===== src/rtl/bsg_manycore_pkt_pkg.sv =====
`default_nettype none
// +-----------------------------------------------------------------------------+
// | bsg_manycore_pkt_pkg: packet/address-decode types and op codes for the      |
// | manycore request encoder.                                                  |
// | Revision: 1.0                                                               |
// +-----------------------------------------------------------------------------+

// Packet layout MSB-first: {op, mask, addr, data, from_y, from_x, y, x}
`define DECLARE_BSG_MANYCORE_PACKET_S(addr_w, data_w, x_w, y_w) \
    typedef struct packed {                 \
        logic [1:0]              op;        \
        logic [(data_w)/8-1:0]   mask;      \
        logic [(addr_w)-1:0]     addr;      \
        logic [(data_w)-1:0]     data;      \
        logic [(y_w)-1:0]        from_y;    \
        logic [(x_w)-1:0]        from_x;    \
        logic [(y_w)-1:0]        y_cord;    \
        logic [(x_w)-1:0]        x_cord;    \
    } bsg_manycore_packet_s

`define DECLARE_BSG_MANYCORE_ADDR_DECODE_S(addr_w, x_w, y_w)        \
    typedef struct packed {                                           \
        logic                            remote;                      \
        logic [(y_w)-1:0]                y_cord;                      \
        logic [(x_w)-1:0]                x_cord;                      \
        logic [(addr_w)-(x_w)-(y_w)-2:0] addr_field;                  \
    } addr_decode_s

package bsg_manycore_pkt_pkg;

    typedef enum logic [1:0] {
        e_op_load    = 2'd0,
        e_op_store   = 2'd1,
        e_op_special = 2'd2
    } bsg_manycore_op_e;

    function automatic int packet_width(input int x_w, input int y_w,
                                        input int data_w, input int addr_w);
        return 2 + data_w/8 + addr_w + data_w + 2*(x_w + y_w);
    endfunction

endpackage

`default_nettype wire


===== src/rtl/bsg_fifo_1r1w_small.sv =====
`default_nettype none
// +-----------------------------------------------------------------------------+
// | bsg_fifo_1r1w_small: small in-order circular FIFO, ready/valid in,          |
// | valid/yumi out. Revision: 1.0                                               |
// +-----------------------------------------------------------------------------+
module bsg_fifo_1r1w_small #(
    parameter int width_p = 8,
    parameter int els_p   = 2,
    localparam int ptr_width_lp   = (els_p > 1) ? $clog2(els_p) : 1,
    localparam int count_width_lp = $clog2(els_p + 1)
) (
    input  logic               clk_i,
    input  logic               reset_i,
    input  logic               v_i,
    output logic               ready_o,
    input  logic [width_p-1:0] data_i,
    output logic               v_o,
    output logic [width_p-1:0] data_o,
    input  logic               yumi_i
);

    logic [width_p-1:0]        mem_q [els_p];
    logic [ptr_width_lp-1:0]   rptr_q, rptr_d, wptr_q, wptr_d;
    logic [count_width_lp-1:0] count_q, count_d;
    logic                      enq, deq;

    function automatic logic [ptr_width_lp-1:0] ptr_inc(input logic [ptr_width_lp-1:0] p);
        return (p == ptr_width_lp'(els_p - 1)) ? '0 : p + ptr_width_lp'(1);
    endfunction

    assign ready_o = (count_q != count_width_lp'(els_p));
    assign v_o     = (count_q != '0);
    assign enq     = v_i & ready_o;
    assign deq     = yumi_i & v_o;
    assign data_o  = mem_q[rptr_q];

    always_comb begin
        wptr_d  = enq ? ptr_inc(wptr_q) : wptr_q;
        rptr_d  = deq ? ptr_inc(rptr_q) : rptr_q;
        count_d = count_q + count_width_lp'(enq) - count_width_lp'(deq);
    end

    always_ff @(posedge clk_i or posedge reset_i) begin
        if (reset_i) begin
            rptr_q  <= '0;
            wptr_q  <= '0;
            count_q <= '0;
        end else begin
            rptr_q  <= rptr_d;
            wptr_q  <= wptr_d;
            count_q <= count_d;
        end
    end

    // Storage needs no reset: the empty count already masks stale entries.
    always_ff @(posedge clk_i) begin
        if (enq) begin
            mem_q[wptr_q] <= data_i;
        end
    end

endmodule

`default_nettype wire


===== src/rtl/bsg_manycore_credit_counter.sv =====
`default_nettype none
// +-----------------------------------------------------------------------------+
// | bsg_manycore_credit_counter: saturating up/down credit counter that resets  |
// | to its maximum. Revision: 1.0                                               |
// +-----------------------------------------------------------------------------+
module bsg_manycore_credit_counter #(
    parameter int max_val_p = 16,
    localparam int width_lp = $clog2(max_val_p + 1)
) (
    input  logic                clk_i,
    input  logic                reset_i,
    input  logic                down_i,
    input  logic                up_i,
    output logic [width_lp-1:0] count_o
);

    localparam logic [width_lp-1:0] max_lp = width_lp'(max_val_p);

    logic [width_lp-1:0] count_q, count_d;
    logic                overflow;

    assign overflow = up_i & ~down_i & (count_q == max_lp);
    assign count_o  = count_q;

    always_comb begin
        count_d = count_q;
        if (down_i & ~up_i) begin
            count_d = count_q - width_lp'(1);
        end else if (up_i & ~down_i & ~overflow) begin
            count_d = count_q + width_lp'(1);
        end
    end

    always_ff @(posedge clk_i or posedge reset_i) begin
        if (reset_i) begin
            count_q <= max_lp;
        end else begin
            count_q <= count_d;
        end
    end

`ifndef SYNTHESIS
    always_ff @(posedge clk_i) begin
        if (!reset_i && overflow) begin
            $error("%m: credit returned while already at maximum");
        end
    end
`endif

endmodule

`default_nettype wire


===== src/rtl/bsg_manycore_pkt_encode_buffered.sv =====
`default_nettype none
// +-----------------------------------------------------------------------------+
// | bsg_manycore_pkt_encode_buffered: decodes core requests into manycore       |
// | packets, buffers them and throttles on outstanding credits. Revision: 1.0   |
// +-----------------------------------------------------------------------------+
module bsg_manycore_pkt_encode_buffered
    import bsg_manycore_pkt_pkg::*;
#(
    parameter int x_cord_width_p    = 5,
    parameter int y_cord_width_p    = 5,
    parameter int data_width_p      = 32,
    parameter int addr_width_p      = 32,
    parameter int max_out_credits_p = 16,
    parameter int fifo_els_p        = 2,
    parameter int debug_p           = 0,
    localparam int mask_width_lp     = data_width_p / 8,
    localparam int packet_width_lp   = packet_width(x_cord_width_p, y_cord_width_p,
                                                    data_width_p, addr_width_p),
    localparam int credit_width_lp   = $clog2(max_out_credits_p + 1),
    localparam int addr_field_len_lp = addr_width_p - x_cord_width_p - y_cord_width_p - 1
) (
    input  logic                       clk_i,
    input  logic                       reset_i,
    input  logic                       v_i,
    input  logic [addr_width_p-1:0]    addr_i,
    input  logic [data_width_p-1:0]    data_i,
    input  logic [mask_width_lp-1:0]   mask_i,
    input  logic                       we_i,
    input  logic [x_cord_width_p-1:0]  from_x_cord_i,
    input  logic [y_cord_width_p-1:0]  from_y_cord_i,
    output logic                       ready_o,
    output logic                       v_o,
    output logic [packet_width_lp-1:0] data_o,
    input  logic                       ready_i,
    input  logic                       returned_credit_v_i,
    output logic [credit_width_lp-1:0] out_credits_o
);

    `DECLARE_BSG_MANYCORE_PACKET_S(addr_width_p, data_width_p, x_cord_width_p, y_cord_width_p);
    `DECLARE_BSG_MANYCORE_ADDR_DECODE_S(addr_width_p, x_cord_width_p, y_cord_width_p);

    addr_decode_s         dec;
    bsg_manycore_packet_s pkt;
    logic                 fifo_ready;
    logic                 enq_remote;
    logic [credit_width_lp-1:0] credits;

    assign dec        = addr_i;
    assign ready_o    = fifo_ready & (credits != '0);
    assign enq_remote = v_i & ready_o & dec.remote;
    assign out_credits_o = credits;

    always_comb begin
        pkt        = '0;
        pkt.op     = we_i ? (dec.addr_field[addr_field_len_lp-1] ? e_op_special : e_op_store)
                          : e_op_load;
        pkt.mask   = we_i ? mask_i : '1;
        // The top addr_field bit selects the op, so only the bits below it travel.
        pkt.addr   = addr_width_p'(dec.addr_field[addr_field_len_lp-2:0]);
        pkt.data   = we_i ? data_i : '0;
        pkt.from_y = from_y_cord_i;
        pkt.from_x = from_x_cord_i;
        pkt.y_cord = dec.y_cord;
        pkt.x_cord = dec.x_cord;
    end

    bsg_fifo_1r1w_small #(
        .width_p (packet_width_lp),
        .els_p   (fifo_els_p)
    ) u_fifo (
        .clk_i   (clk_i),
        .reset_i (reset_i),
        .v_i     (enq_remote),
        .ready_o (fifo_ready),
        .data_i  (pkt),
        .v_o     (v_o),
        .data_o  (data_o),
        .yumi_i  (v_o & ready_i)
    );

    bsg_manycore_credit_counter #(
        .max_val_p (max_out_credits_p)
    ) u_credits (
        .clk_i   (clk_i),
        .reset_i (reset_i),
        .down_i  (enq_remote),
        .up_i    (returned_credit_v_i),
        .count_o (credits)
    );

`ifndef SYNTHESIS
    always_ff @(posedge clk_i) begin
        if (!reset_i && enq_remote && we_i && (addr_i[1:0] != 2'b00)) begin
            $error("%m: misaligned remote store addr=%h", addr_i);
        end
        if (!reset_i && (debug_p != 0) && enq_remote) begin
            $display("%m: pkt op=%0d x=%0d y=%0d addr=%h data=%h mask=%h",
                     pkt.op, pkt.x_cord, pkt.y_cord, pkt.addr, pkt.data, pkt.mask);
        end
    end
`endif

endmodule

`default_nettype wire

===== config.mk =====
export PLATFORM = sky130hd
export DESIGN_NAME = bsg_manycore_pkt_encode_buffered
export DESIGN_NICKNAME = d
export VERILOG_FILES = /design/src/rtl/bsg_manycore_pkt_pkg.sv /design/src/rtl/bsg_fifo_1r1w_small.sv /design/src/rtl/bsg_manycore_credit_counter.sv /design/src/rtl/bsg_manycore_pkt_encode_buffered.sv
export SDC_FILE = /design/constraint.sdc
export NUM_CORES = 1
export LEC_CHECK = 0
export BUFFER_PORTS_ARGS = -buffer_cell sky130_fd_sc_hd__buf_2
export CAP_MARGIN = 25
export CORE_MARGIN = 1
export CORE_UTILIZATION = 30
export DETAILED_ROUTE_END_ITERATION = 10
export PLACE_DENSITY_LB_ADDON = 0.05
export SYNTH_ARGS = -nofsm -noshare
export SYNTH_HDL_FRONTEND = slang
export SYNTH_SLANG_ARGS = --single-unit

===== constraint.sdc =====
create_clock -name clk_i -period 8.1 [get_ports clk_i]
set_clock_uncertainty 0.15 [all_clocks]
set_input_delay 1.62 -clock clk_i [delete_from_list [all_inputs] [get_ports clk_i]]
set_output_delay 1.62 -clock clk_i [all_outputs]
set_load 0.05 [all_outputs]

==> impl_metrics.env, run 1 <==
export IMPL_outcome="finished clean"
export IMPL_required_ns=6.33
export IMPL_htreeDepth=4
export IMPL_synthXorXnorAreaFrac_pct=1.051
export IMPL_vias_per_cell=4.324
export IMPL_ir_drop_mv=0.1535
export IMPL_route_detailed_drc=0
export IMPL_grt_start_max_net_pins=42
export IMPL_hpwl_um=8471
export IMPL_whs_ns=0.3558
export IMPL_max_freq_mhz=235.8
export IMPL_synthSimpleGateAreaFrac_pct=5.800
export IMPL_gp_congestion=0.7782
export IMPL_ys_seq_area_share_pct=73.67
export IMPL_clock_latency_ns=0.41
export IMPL_r2r_end="u_credits.count_o[4]"
export IMPL_synth_top_family_by_area="multiplexers"
export IMPL_ys_ff_latch=165
export IMPL_synthDominantCellAreaShare_pct=70.27
export IMPL_drive_above_1_share_pct=52.24
export IMPL_post_cts_buffers=0
export IMPL_clkSinkCount=165
export IMPL_fin_crit_ns=4.241
export IMPL_holdPathStages=1
export IMPL_antenna_found_initial=2
export IMPL_root_buffer="clkbuf_16"
export IMPL_leakagePower_nw=3.153
export IMPL_fin_crit_sh_pct=52.36
export IMPL_rows=54
export IMPL_vias=3628
export IMPL_avgSynthCellArea_um2=17.97
export IMPL_hold_violations=0
export IMPL_holdBufCountCts=0
export IMPL_criticalPathCategory="reg2out"
export IMPL_powerDensity_nw_per_um2=381.3
export IMPL_grt_setup_unrepaired="no"
export IMPL_ant_nets=0
export IMPL_ys_types=43
export IMPL_reg2reg_slack_ns=5.11
export IMPL_final_setup_viol_count=0
export IMPL_cp_end_kind="output port"
export IMPL_gr_total_overflow=0
export IMPL_synth_flop_cell="edfxtp_1"
export IMPL_grt_pass1_wl_um=20400
export IMPL_synthAdderAreaFrac_pct=1.239
export IMPL_synth_compound_area_share_pct=1.802
export IMPL_wirelength_um=13200
export IMPL_syn_area_um2=6666
export IMPL_layout_area_overhead_vs_synth_pct=25.00
export IMPL_insertedDiodeCount=0
export IMPL_crit_fanout=40
export IMPL_drt_iter0_markers=112
export IMPL_tns_ns=0
export IMPL_initial_utilization_pct=30.55
export IMPL_drt_pass1_iter_count=4
export IMPL_synth_edff_count=156
export IMPL_path_clk_slew_ns=0.07
export IMPL_placed_area_um2=7780
export IMPL_die_area_um2=22820
export IMPL_grt_usage_pct=12.19
export IMPL_cts_path_max_buffers=2
export IMPL_fin_nets=636
export IMPL_numCtsBuffers=17
export IMPL_synthCells=371
export IMPL_tightest_slew_ns=0.6029
export IMPL_cp_start_kind="flip-flop"
export IMPL_cp_arrival_ns=2.47
export IMPL_place_inst=807
export IMPL_num_io_pins=181
export IMPL_maxSlewHeadroom_pct=59.81
export IMPL_holdPathEnd="u_fifo.count_q[1]"
export IMPL_core_area_um2=21820
export IMPL_cts_resized=0
export IMPL_fp_dieH_um=151.1
export IMPL_post_drt_wl_per_cell_um=15.73
export IMPL_io_buffers=168
export IMPL_stdcell_area_um2=8333
export IMPL_synth_top_area_cell="edfxtp_1"
export IMPL_yosysWarnings=0
export IMPL_maxSlewViolCount=0
export IMPL_synthMuxAreaShare_pct=13.48
export IMPL_r2r_start="u_fifo.count_q[1]"
export IMPL_ys_async_sr_fraction_pct=5.455
export IMPL_die_w_um=151.1
export IMPL_rr_worst_depth=10
export IMPL_maxCapViolations=0
export IMPL_min_from="u_fifo.count_q[1]"
export IMPL_grt_pass1_vias=3833
export IMPL_hp_class="reg2reg"
export IMPL_cts_tree="yes"
export IMPL_finalNonFillerCells=839
export IMPL_yosys_top_cells_area="edfxtp_1 (70%), mux2_2 (13%), and2_1 (3.3%)"
-- flip-flops by register name (all words and copies together) (netlist names) --
name,cells
u_credits.count_o,5
u_fifo.count_q,2
u_fifo.mem_q,156
u_fifo.rptr_q,1
u_fifo.wptr_q,1
-- cell usage after synthesis, types with 2 or more instances --
cell,n
mux2i_1,2
a21o_2,2
buf_4,13
buf_2,2
xor2_1,4
and2_1,35
o21ai_1,2
a22oi_1,2
buf_1,2
a31oi_1,2
nand2b_1,5
ha_1,5
edfxtp_1,156
mux2_2,78
nor3_1,3
nor2_1,3
dfrtp_1,8
a21oi_1,2
xnor2_1,4
inv_1,9
clkbuf_1,9
nor2b_1,2
-- per-layer routing --
layer	share of wire (%)	track usage [%]
met1	41	14.01
met2	50	20.23
met3	7.5	4.819
met4	1.2	4.900
met5	0.13	0
-- through the flow --
step	power, W	setup WS (ns)	utilization (%)
2_1_floorplan	0.002187	0.02267	-
6_report	0.003177	3.859	38.18
4_1_cts	0.003237	3.739	38.18
3_5_place_dp	0.002456	3.901	35.65
5_1_grt	0.003339	3.685	38.18
3_3_place_gp	0.002451	3.944	35.65
-- cell families (layout without fill, tap and decap cells) --
| family | count (synthesis) | in the layout |
|---|---|---|
| fa+ha+maj | 6 | 6 |
| other cells | 1 | 12 |
| mux | 80 | 80 |
| simple gates | 58 | 58 |
| compound gates | 17 | 17 |
| buf+inv | 36 | 213 |
| flops | 165 | 165 |
| xor+xnor | 8 | 8 |
-- critical path, stage by stage (launching register included) --
cell and delay [ns]:
dfrtp_4 0.80, buf_4 0.58, mux2_2 0.41, buf_2 0.21
-- worst max path at each step --
| stage | from | end | slack [ns] | cells past startpoint |
|---|---|---|---|---|
| after global routing | u_fifo.rptr_q | data_o[71] | 3.68 | 3 |
| after detailed placement | addr_i[31] | u_credits.count_o[4] | 3.90 | 11 |
| final | u_fifo.rptr_q | data_o[1] | 3.86 | 3 |
| after floorplan | addr_i[31] | u_fifo.mem_q[0][0] | 0.02 | 4 |
| after CTS | u_fifo.rptr_q | data_o[1] | 3.74 | 3 |
| after global placement | addr_i[31] | u_fifo.mem_q[1][67] | 3.94 | 6 |
-- report_power, final --
group          switching, W  internal (W)
combinational      0.000880      0.000359
clock              0.000337      0.000428
sequential        0.0000923       0.00108
total               0.00131       0.00187
-- placed cells by master (no fill, tap or decap), types with 6 or more instances in the layout --
| cell | count |
|---|---|
| and2_1 | 34 |
| mux2_2 | 78 |
| edfxtp_1 | 156 |
| inv_6 | 6 |
| dfrtp_1 | 7 |
| clkbuf_16 | 17 |
| conb_1 | 12 |
| inv_1 | 9 |
| buf_2 | 168 |
-- layout make-up --
type                            count  area [µm²]
Clock inverter                     13       120.1
Sequential cell                   165        4915
Tap cell                          280       350.3
Fill cell                        2110       13490
Timing Repair Buffer              172       870.8
Multi-Input combinational cell    181        1610
Clock buffer                       19       432.9
Inverter                            9       33.78
No activity file was read; power rests on OpenSTA's default activity.
==> run 2, diff against run 1 <==
--- a/config.mk
+++ b/config.mk
@@ -5,6 +5,7 @@
 export SDC_FILE = /design/constraint.sdc
 export NUM_CORES = 1
 export LEC_CHECK = 0
+export ABC_AREA = 1
 export BUFFER_PORTS_ARGS = -buffer_cell sky130_fd_sc_hd__buf_2
 export CAP_MARGIN = 25
 export CORE_MARGIN = 1
==> constraint.sdc (replaced) <==
create_clock -name clk_i -period 3.78 [get_ports clk_i]
set_clock_uncertainty 0.15 [all_clocks]
set_input_delay 0.756 -clock clk_i [delete_from_list [all_inputs] [get_ports clk_i]]
set_output_delay 0.756 -clock clk_i [all_outputs]
set_load 0.05 [all_outputs]
==> impl_metrics.env, run 2 <==
export IMPL_post_cts_buffers=0
export IMPL_die_area_um2=22810
export IMPL_cts_tree="yes"
export IMPL_path_common_cell="nand2_1"
export IMPL_powerDensity_nw_per_um2=882.0
export IMPL_top_register="u_fifo.mem_q"
export IMPL_final_common_cell="nand2_1"
export IMPL_ir_drop_mv=0.3283
export IMPL_fp_dieH_um=151.0
export IMPL_num_io_pins=181
export IMPL_cp_arrival_ns=2.00
export IMPL_maxSlewViolCount=0
export IMPL_grt_setup_unrepaired="no"
export IMPL_outcome="finished clean"
export IMPL_syn_area_um2=6663
export IMPL_cp_end_kind="output port"
export IMPL_rows=54
export IMPL_wirelength_um=14890
export IMPL_max_freq_mhz=344.5
export IMPL_die_w_um=151.0
export IMPL_setup_ws_ns=0.8776
export IMPL_cts_resized=0
export IMPL_numCtsBuffers=17
export IMPL_reg2reg_slack_ns=1.49
export IMPL_io_buffers=168
export IMPL_holdBufCountCts=0
export IMPL_grt_start_max_net_pins=79
export IMPL_vias=4345
export IMPL_hpwl_um=9278
export IMPL_preCtsSetupSlack_ns=1.210
export IMPL_synth_flop_cell="edfxtp_1"
export IMPL_htreeDepth=4
export IMPL_insertedDiodeCount=0
export IMPL_root_buffer="clkbuf_16"
export IMPL_crit_fanout=78
export IMPL_largest_register_ffs=156
export IMPL_route_detailed_drc=0
export IMPL_tightest_slew_ns=0.8921
export IMPL_yosysWarnings=0
export IMPL_avgSynthCellArea_um2=11.57
export IMPL_wl_met3_um=755
export IMPL_slowest_stage="buf_4"
export IMPL_leakagePower_nw=3.906
export IMPL_criticalPathCategory="reg2out"
export IMPL_synth_commonest_cells="nand2_1 (285), edfxtp_1 (156), inv_1 (53), clkbuf_1 (15), buf_4 (12)"
export IMPL_r2r_end="u_credits.count_o[4]"
export IMPL_post_synth_top_count_cell="nand2_1"
export IMPL_final_setup_viol_count=0
export IMPL_ys_seq_area_share_pct=73.71
export IMPL_gr_total_overflow=0
export IMPL_ys_ff_latch=165
export IMPL_grt_pass1_wl_um=22440
export IMPL_ant_nets=0
export IMPL_fin_nets=837
export IMPL_synth_edff_count=156
export IMPL_vias_per_cell=4.182
export IMPL_clkSinkCount=165
export IMPL_cp_start_kind="flip-flop"
export IMPL_ys_types=25
export IMPL_cts_path_max_buffers=2
export IMPL_required_ns=2.87
export IMPL_dr_max_layer_used="met4"
export IMPL_layout_common_cells="nand2_1 (285), buf_2 (168), edfxtp_1 (156)"
export IMPL_finalNonFillerCells=1039
export IMPL_place_inst=1008
export IMPL_synthCells=576
export IMPL_hp_class="in2async"
export IMPL_maxSlewHeadroom_pct=40.52
export IMPL_synthDominantCellAreaShare_pct=70.31
export IMPL_path_clk_slew_ns=0.06
export IMPL_clock_latency_ns=0.41
export IMPL_drt_iter0_markers=133
export IMPL_r2r_start="u_credits.count_o[4]"
export IMPL_wl_met1_um=6410
export IMPL_ys_async_sr_fraction_pct=5.455
export IMPL_crit_chain="buf_4 -> nand2_1 -> nand2_1 -> buf_2"
export IMPL_rr_worst_depth=16
export IMPL_fin_crit_sh_pct=76.78
export IMPL_grt_usage_pct=13.36
export IMPL_core_area_um2=21820
export IMPL_wl_met2_um=7508
export IMPL_drive_above_1_share_pct=28.99
export IMPL_critical_path_max_stage_delay_ns=0.70
export IMPL_yosys_top_cells_area="edfxtp_1 (70%), nand2_1 (16%), dfrtp_1 (3.0%)"
export IMPL_gp_congestion=0.7145
export IMPL_initial_utilization_pct=30.53
export IMPL_synth_top_area_cell="edfxtp_1"
export IMPL_post_drt_wl_per_cell_um=14.33
export IMPL_antenna_found_initial=0
export IMPL_drt_pass1_iter_count=4
export IMPL_grt_pass1_vias=4309
export IMPL_fin_crit_ns=2.902
export IMPL_hold_violations=0
export IMPL_n_fill_cell=2174
export IMPL_layout_area_overhead_vs_synth_pct=26.29
export IMPL_maxCapViolations=0
-- run 2: cell type report --
cell class	count	area [µm²]	share of cell area, %
repair buffers	174	910.9	10.83
clock buffers	18	429.2	5.100
well taps	280	350.3	4.164
flip-flops and latches	165	4912	58.38
multi-input cells	334	1425	16.94
inverters	55	206.4	2.454
clock inverters	13	180.2	2.141
-- run 2: power breakdown --
| group | internal, W | switching, W | total [W] |
|---|---|---|---|
| sequential | 0.00231 | 0.0000931 | 0.00240 |
| clock | 0.00110 | 0.000691 | 0.00179 |
| combinational | 0.000645 | 0.00258 | 0.00322 |
| total | 0.00406 | 0.00336 | 0.00742 |
-- run 2: metal layers --
layer | up-vias | global-route usage (%)
met3 | 15 | 2.982
li1 | 2162 | -
met4 | 0 | 5.100
met1 | 2048 | 15.88
met2 | 120 | 23.42
met5 | - | 0
-- run 2: cell families (layout without fill, tap and decap cells) --
family / Yosys count / after routing / synth area share, %
other: 1 / 12 / 0.05628
AOI/OAI and AO/OA: 3 / 3 / 0.2251
xor gates and xnor gates: 6 / 6 / 0.7887
DFF: 165 / 165 / 73.71
adders and majority gates: 6 / 6 / 1.239
and+or+nand+nor: 307 / 307 / 18.23
buffers and inverters: 88 / 260 / 5.747
-- run 2: critical path: cells and delay by family (launching register included) --
family | cells | cell delay, ns
buf+inv | 2 | 0.97
flops | 1 | 0.36
simple gates | 2 | 0.22
-- run 2: worst max-delay path by stage --
| stage | startpoint | to | slack (ns) | cells after the start |
|---|---|---|---|---|
| after floorplan | u_credits.count_o[4] | u_fifo.mem_q[0][0] | -1.17 | 4 |
| after global placement | addr_i[31] | u_credits.count_o[4] | 1.22 | 17 |
| after detailed placement | addr_i[31] | u_credits.count_o[4] | 1.21 | 17 |
| after CTS | u_fifo.rptr_q | data_o[31] | 0.76 | 4 |
| after global routing | u_fifo.rptr_q | data_o[49] | 0.69 | 4 |
| final | u_fifo.rptr_q | data_o[49] | 0.88 | 4 |
-- run 2: stage by stage --
stage / power, W / utilization [%] / hold slack (ns) / TNS [ns] / cell area (µm²)
2_1_floorplan: 0.004916 / - / 0.3825 / -183.25 / 6704
3_3_place_gp: 0.005722 / 35.76 / 0.3778 / 0 / 7805
3_5_place_dp: 0.005742 / 35.76 / 0.3925 / 0 / 7805
4_1_cts: 0.007565 / 38.56 / 0.1462 / 0 / 8414
5_1_grt: 0.007824 / 38.56 / 0.1632 / 0 / 8414
6_report: 0.007421 / 38.56 / 0.1579 / 0 / 8414
